$ cat src/rtl/lsu_pkg.sv
// Shared constants, state encoding and lane helpers for the load/store controller.
package lsu_pkg;

    localparam logic [2:0] F3_B  = 3'b000;
    localparam logic [2:0] F3_H  = 3'b001;
    localparam logic [2:0] F3_W  = 3'b010;
    localparam logic [2:0] F3_BU = 3'b100;
    localparam logic [2:0] F3_HU = 3'b101;

    localparam int unsigned BYTE_W = 8;
    localparam int unsigned HALF_W = 16;

    typedef enum logic [2:0] {
        StIdle,
        StRd,
        StCap,
        StWr,
        StResp
    } lsu_state_e;

    function automatic logic [4:0] byte_shift(input logic [1:0] off);
        return {off, 3'b000};
    endfunction

    function automatic logic [4:0] half_shift(input logic [1:0] off);
        return {off[1], 4'b0000};
    endfunction

    function automatic logic [31:0] word_index(input logic [31:0] addr);
        return {2'b00, addr[31:2]};
    endfunction

    // Unsigned stores have no meaning, so funct3 100/101 are only legal for loads.
    function automatic logic req_illegal(input logic write, input logic [2:0] f3,
                                         input logic [1:0] off);
        logic bad;
        case (f3)
            F3_B:    bad = 1'b0;
            F3_H:    bad = off[0];
            F3_W:    bad = |off;
            F3_BU:   bad = write;
            F3_HU:   bad = write | off[0];
            default: bad = 1'b1;
        endcase
        return bad;
    endfunction

endpackage

$ cat src/rtl/lsu_lane.sv
// Byte-lane datapath: load extract with sign/zero extension and sub-word store merge.
module lsu_lane
    import lsu_pkg::*;
(
    input  logic [31:0] word_i,
    input  logic [1:0]  offset_i,
    input  logic [2:0]  funct3_i,
    input  logic [15:0] wdata_i,
    output logic [31:0] load_o,
    output logic [31:0] merge_o
);

    logic [BYTE_W-1:0] byte_lane;
    logic [HALF_W-1:0] half_lane;

    always_comb begin
        byte_lane = word_i[byte_shift(offset_i) +: BYTE_W];
        half_lane = word_i[half_shift(offset_i) +: HALF_W];

        case (funct3_i)
            F3_B:    load_o = {{24{byte_lane[BYTE_W-1]}}, byte_lane};
            F3_BU:   load_o = {24'h000000, byte_lane};
            F3_H:    load_o = {{16{half_lane[HALF_W-1]}}, half_lane};
            F3_HU:   load_o = {16'h0000, half_lane};
            F3_W:    load_o = word_i;
            default: load_o = '0;
        endcase

        merge_o = word_i;
        if (funct3_i == F3_B) begin
            merge_o[byte_shift(offset_i) +: BYTE_W] = wdata_i[BYTE_W-1:0];
        end else if (funct3_i == F3_H) begin
            merge_o[half_shift(offset_i) +: HALF_W] = wdata_i;
        end
    end

endmodule

$ cat src/rtl/lsu_ctrl.sv
// Load/store initiator: one request at a time, sub-word stores done as read-modify-write.
module lsu_ctrl
    import lsu_pkg::*;
(
    input  logic        CLK,
    input  logic        RST,
    input  logic        req_valid,
    output logic        req_ready,
    input  logic        req_write,
    input  logic [2:0]  req_funct3,
    input  logic [31:0] req_addr,
    input  logic [31:0] req_wdata,
    output logic        rsp_valid,
    output logic [31:0] rsp_rdata,
    output logic        rsp_err,
    output logic [31:0] mem_addr,
    output logic [31:0] mem_wdata,
    output logic        mem_we,
    input  logic [31:0] mem_rdata
);

    lsu_state_e  state_q, state_d;
    logic        write_q, write_d;
    logic [2:0]  funct3_q, funct3_d;
    logic [31:0] addr_q, addr_d;
    logic [31:0] wdata_q, wdata_d;
    logic        rsp_valid_q, rsp_valid_d;
    logic [31:0] rsp_rdata_q, rsp_rdata_d;
    logic        rsp_err_q, rsp_err_d;
    logic [31:0] mem_addr_q, mem_addr_d;
    logic [31:0] mem_wdata_q, mem_wdata_d;
    logic        mem_we_q, mem_we_d;
    logic [31:0] load_data;
    logic [31:0] merge_data;

    lsu_lane u_lane (
        .word_i   (mem_rdata),
        .offset_i (addr_q[1:0]),
        .funct3_i (funct3_q),
        .wdata_i  (wdata_q[15:0]),
        .load_o   (load_data),
        .merge_o  (merge_data)
    );

    // Outputs are registered: each is computed for the state being entered.
    always_comb begin
        state_d     = state_q;
        write_d     = write_q;
        funct3_d    = funct3_q;
        addr_d      = addr_q;
        wdata_d     = wdata_q;
        rsp_valid_d = 1'b0;
        rsp_rdata_d = rsp_rdata_q;
        rsp_err_d   = rsp_err_q;
        mem_addr_d  = '0;
        mem_wdata_d = '0;
        mem_we_d    = 1'b0;

        case (state_q)
            StIdle: begin
                if (req_valid) begin
                    write_d     = req_write;
                    funct3_d    = req_funct3;
                    addr_d      = req_addr;
                    wdata_d     = req_wdata;
                    rsp_rdata_d = '0;
                    rsp_err_d   = 1'b0;
                    if (req_illegal(req_write, req_funct3, req_addr[1:0])) begin
                        state_d     = StResp;
                        rsp_err_d   = 1'b1;
                        rsp_valid_d = 1'b1;
                    end else if (req_write && req_funct3 == F3_W) begin
                        state_d     = StWr;
                        mem_addr_d  = word_index(req_addr);
                        mem_wdata_d = req_wdata;
                        mem_we_d    = 1'b1;
                    end else begin
                        state_d    = StRd;
                        mem_addr_d = word_index(req_addr);
                    end
                end
            end
            StRd: begin
                state_d    = StCap;
                mem_addr_d = word_index(addr_q);
            end
            StCap: begin
                if (write_q) begin
                    state_d     = StWr;
                    mem_addr_d  = word_index(addr_q);
                    mem_wdata_d = merge_data;
                    mem_we_d    = 1'b1;
                end else begin
                    state_d     = StResp;
                    rsp_rdata_d = load_data;
                    rsp_valid_d = 1'b1;
                end
            end
            StWr: begin
                state_d     = StResp;
                rsp_valid_d = 1'b1;
            end
            default: state_d = StIdle;
        endcase
    end

    always_ff @(posedge CLK) begin
        if (RST) begin
            state_q     <= StIdle;
            write_q     <= 1'b0;
            funct3_q    <= '0;
            addr_q      <= '0;
            wdata_q     <= '0;
            rsp_valid_q <= 1'b0;
            rsp_rdata_q <= '0;
            rsp_err_q   <= 1'b0;
            mem_addr_q  <= '0;
            mem_wdata_q <= '0;
            mem_we_q    <= 1'b0;
        end else begin
            state_q     <= state_d;
            write_q     <= write_d;
            funct3_q    <= funct3_d;
            addr_q      <= addr_d;
            wdata_q     <= wdata_d;
            rsp_valid_q <= rsp_valid_d;
            rsp_rdata_q <= rsp_rdata_d;
            rsp_err_q   <= rsp_err_d;
            mem_addr_q  <= mem_addr_d;
            mem_wdata_q <= mem_wdata_d;
            mem_we_q    <= mem_we_d;
        end
    end

    assign req_ready = (state_q == StIdle) && !RST;
    assign rsp_valid = rsp_valid_q;
    assign rsp_rdata = rsp_rdata_q;
    assign rsp_err   = rsp_err_q;
    assign mem_addr  = mem_addr_q;
    assign mem_wdata = mem_wdata_q;
    assign mem_we    = mem_we_q;

endmodule

$ cat config.mk
export PLATFORM = sky130hd
export DESIGN_NAME = lsu_ctrl
export DESIGN_NICKNAME = d
export VERILOG_FILES = /design/src/rtl/lsu_pkg.sv /design/src/rtl/lsu_lane.sv /design/src/rtl/lsu_ctrl.sv
export SDC_FILE = /design/constraint.sdc
export NUM_CORES = 1
export LEC_CHECK = 0
export ABC_AREA = 1
export CORE_MARGIN = 1.5
export CORE_UTILIZATION = 31
export CTS_CLUSTER_DIAMETER = 80
export DETAILED_ROUTE_END_ITERATION = 16
export PLACE_DENSITY_LB_ADDON = 0.08
export RECOVER_POWER = 25
export SLEW_MARGIN = 30
export SYNTH_ARGS = -nofsm -noshare
export SYNTH_HDL_FRONTEND = slang
export SYNTH_HIERARCHICAL = 1
export SYNTH_SLANG_ARGS = --single-unit
export TNS_END_PERCENT = 50
$ cat constraint.sdc
create_clock -name CLK -period 2.1 [get_ports CLK]
set_clock_uncertainty 0.05 [all_clocks]
set_input_delay 0.21 -clock CLK [delete_from_list [all_inputs] [get_ports CLK]]
set_output_delay 0.21 -clock CLK [all_outputs]
set_load 0.05 [all_outputs]
==> impl_metrics.toml <==
[place]
hpwl_um = 20900
port_buffers = 200
gp_congestion = 0.946
dpl_cell_area_mm2 = 0.0106

[cts]
cts_tree = "done"
cts_root_buffer = "clkbuf_16"
holdBufCountCts = 1
cts-resized-gates = 0
clock_latency_ps = 440
clk_path_buf_depth = 2
cts_made_buffers = 17
path_clk_slew_ps = 70
htreeDepth = 4
clock-sinks = 152
post_cts_buffers = 0

[critical_path]
worst_path_most_repeated_cell = "nor2_1"
slowest_stage = "clkbuf_2"
endpoint_kind = "register"
crit_buf_inv = 2
slowest_delay_ps = 380
cp_data_arrival_time_ps = 2140
cp_max_fo = 18
cp-start-kind = "register"
worstSetupPathType = "register to register"
cp.required_ps = 2370
cp.depth = 7
critPathTopFamily = "simple AND/OR/NAND/NOR gates"
path_cells = "nor2_1 > nand2_1 > inv_1 > nand2_1 > clkbuf_2 > nor2_1 > nor2_1"
reg2regPathDepth = 7

[grt]
grt_max_degree = 82
grt_pass1_wl_um = 45500
first_global_vias = 8373
gr-total-overflow = 0
antenna_found_initial = 2
grt_use_total_pct = 20.7

[detailed_routing]
wl_per_cell_um = 15.2
dr.pass1.iters = 5
vias = 8863
drc = 0
drt_iter0_markers = 593
drt_wl_total_um = 28600
via_per_inst = 4.70
final_antenna_net_count = 0

[layout]
fin_area_mm2 = 0.0112
drive_above_1_share_pct = 6.71
num-nets-final = 1645
utilization_pct = 42.9
synthToLayoutAreaGrowth_pct = 35.9

[synthesis]
syn_avg_cell_area_um2 = 6.10
synth_cell_type_count = 27
ys_ff_latch = 152
netlist_top_cells_area = "dfxtp_1 (37%), nand2_1 (33%), a21oi_1 (7.9%), nor2_1 (4.2%), nand3_1 (3.6%)"
synthCells = 1349
synth_area_leader_cell = "dfxtp_1"
seq_area_frac_synth_pct = 37.0
synth_top_area_share_pct = 37.0
netlist_area_mm2 = 0.00822
synth_warnings = 6

[sta]
rsz0062_at_grt = "false"
max_freq_ghz = 0.532
finalHoldViolations = 0
finalSetupTns_ps = 0
worstMarginPinSlew_ps = 709
slew_headroom_pct = 52.8
setup_viol = 0
slew_viol_final = 0
fin_crit_sh_pct = 89.5
post-route-min-period_ps = 1880

[die]
die_h_um = 166
dieArea_mm2 = 0.0275
die_w_um = 166
rows = 59
initial_core_util_pct = 31.6
core_mm2 = 0.0261
io-pin-count = 203

[power]
peakVddDrop_mv = 0.494
p_per_area_mw_per_mm2 = 738
p_leak_nw = 4.85

[hold_path]
worst_hold_path_type = "primary input to register"
whs_path_depth = 3

[job]
drv_cap = 0

[status]
status = "finished clean"
-- Yosys cell counts (all sizes together) --
| master | count |
|---|---|
| dfxtp | 152 |
| o211ai | 2 |
| inv | 53 |
| o21a | 16 |
| nand3 | 60 |
| or2 | 1 |
| nand3b | 1 |
| conb | 1 |
| a21oi | 129 |
| clkbuf | 17 |
| clkinv | 4 |
| nor2 | 101 |
| nand4 | 1 |
| o21ai | 14 |
| nand2 | 731 |
| buf | 61 |
| ha | 5 |
-- layout make-up --
| type | instances | area (um^2) |
|---|---|---|
| Timing Repair Buffer | 246 | 2380 |
| Sequential cell | 152 | 3040 |
| Antenna cell | 1 | 2.50 |
| Clock buffer | 18 | 439 |
| Clock inverter | 14 | 199 |
| Multi-Input combinational cell | 1063 | 4470 |
| Inverter | 57 | 216 |
| Fill cell | 2831 | 14900 |
| Tap cell | 335 | 419 |
-- flip-flops by register name (all words and copies together), names as in the netlist --
name / count
addr_q: 32
mem_wdata: 32
rsp_rdata: 32
mem_addr: 30
wdata_q: 16
funct3_q: 3
state_q: 3
mem_we: 1
rsp_err: 1
rsp_valid: 1
write_q: 1
-- per-layer routing --
| layer | part of all wire, % | GRT usage [%] | wire, um | up-vias |
|---|---|---|---|---|
| met2 | 45 | 32.8 | 12900 | 271 |
| li1 | - | - | - | 4549 |
| met3 | 6.9 | 5.34 | 1980 | 40 |
| met1 | 46 | 27.3 | 13100 | 4001 |
| met4 | 2.4 | 6.93 | 675 | 2 |
| met5 | 0.035 | 0 | 10 | - |
-- power by group --
part	switching [W]	leakage (nW)	internal (W)
Combinational	0.00117	3.30	0.000630
Clock	0.00142	0.315	0.00196
Sequential	0.0000724	1.24	0.00298
-- logic make-up (layout without fill, tap and decap cells) --
logic type	count (synthesis)	count (layout)	share of synthesized area, %
simple gates	895	895	43.4
other cells	1	3	0.0456
compound gates	161	161	10.3
flops	152	152	37.0
buf+inv	135	335	8.48
fa+ha+maj	5	5	0.761
-- through the flow --
stage	cells	setup WS (ps)	hold slack, ps	power [W]
5_1_grt	1885	5.12	284	0.00868
6_report	1886	221	279	0.00824
3_5_place_dp	1852	118	403	0.00493
2_1_floorplan	1350	175	295	0.00429
4_1_cts	1885	204	264	0.00835
3_3_place_gp	1852	131	398	0.00494
-- worst register-to-register path, stage by stage (launching register included) --
cell,delay [ps]
dfxtp_1,320
nor2_1,120
nand2_1,170
inv_1,120
nand2_1,230
clkbuf_2,380
nor2_1,280
nor2_1,80
-- path summary, 6_finish.rpt --
kind / startpoint / endpoint / slack [ps]
worst min register to register: addr_q[3] / addr_q[3] / 410
worst max-delay path: state_q[0] / addr_q[1] / 220
worst min-delay path: req_wdata[20] / mem_wdata[20] / 280
worst max register to register: state_q[0] / addr_q[1] / 220
-- layout by cell type, fill, tap and decap left out --
cell             netlist  layout
a21oi_1              129     129
inv_2                  5       3
o211ai_1               2       2
nand2_1              720     722
clkbuf_4               0       1
bufinv_16              0       3
nor2_1                91      93
clkinv_1               4       5
nand3_1               59      59
diode_2                0       1
nor2_2                 4       3
clkbuf_16              0      17
clkdlybuf4s50_1        0     198
buf_4                 11      37
nand2_2               11       9
inv_1                 47      48
clkbuf_8               0       1
nand4_4                1       1
clkbuf_2               0       5
inv_4                  1       1
inv_8                  0       5
clkinv_4               0       3
buf_12                 0       4
nand3b_4               1       1
or2_2                  1       1
dfxtp_1              152     152
ha_1                   5       5
nor2_4                 6       5
dlygate4sd3_1          0       1
conb_1                 1       2
o21a_1                16      16
nand3_4                1       1
o21ai_0               14      14
inv_6                  0       3
No activity file was read; power rests on OpenSTA's default activity.
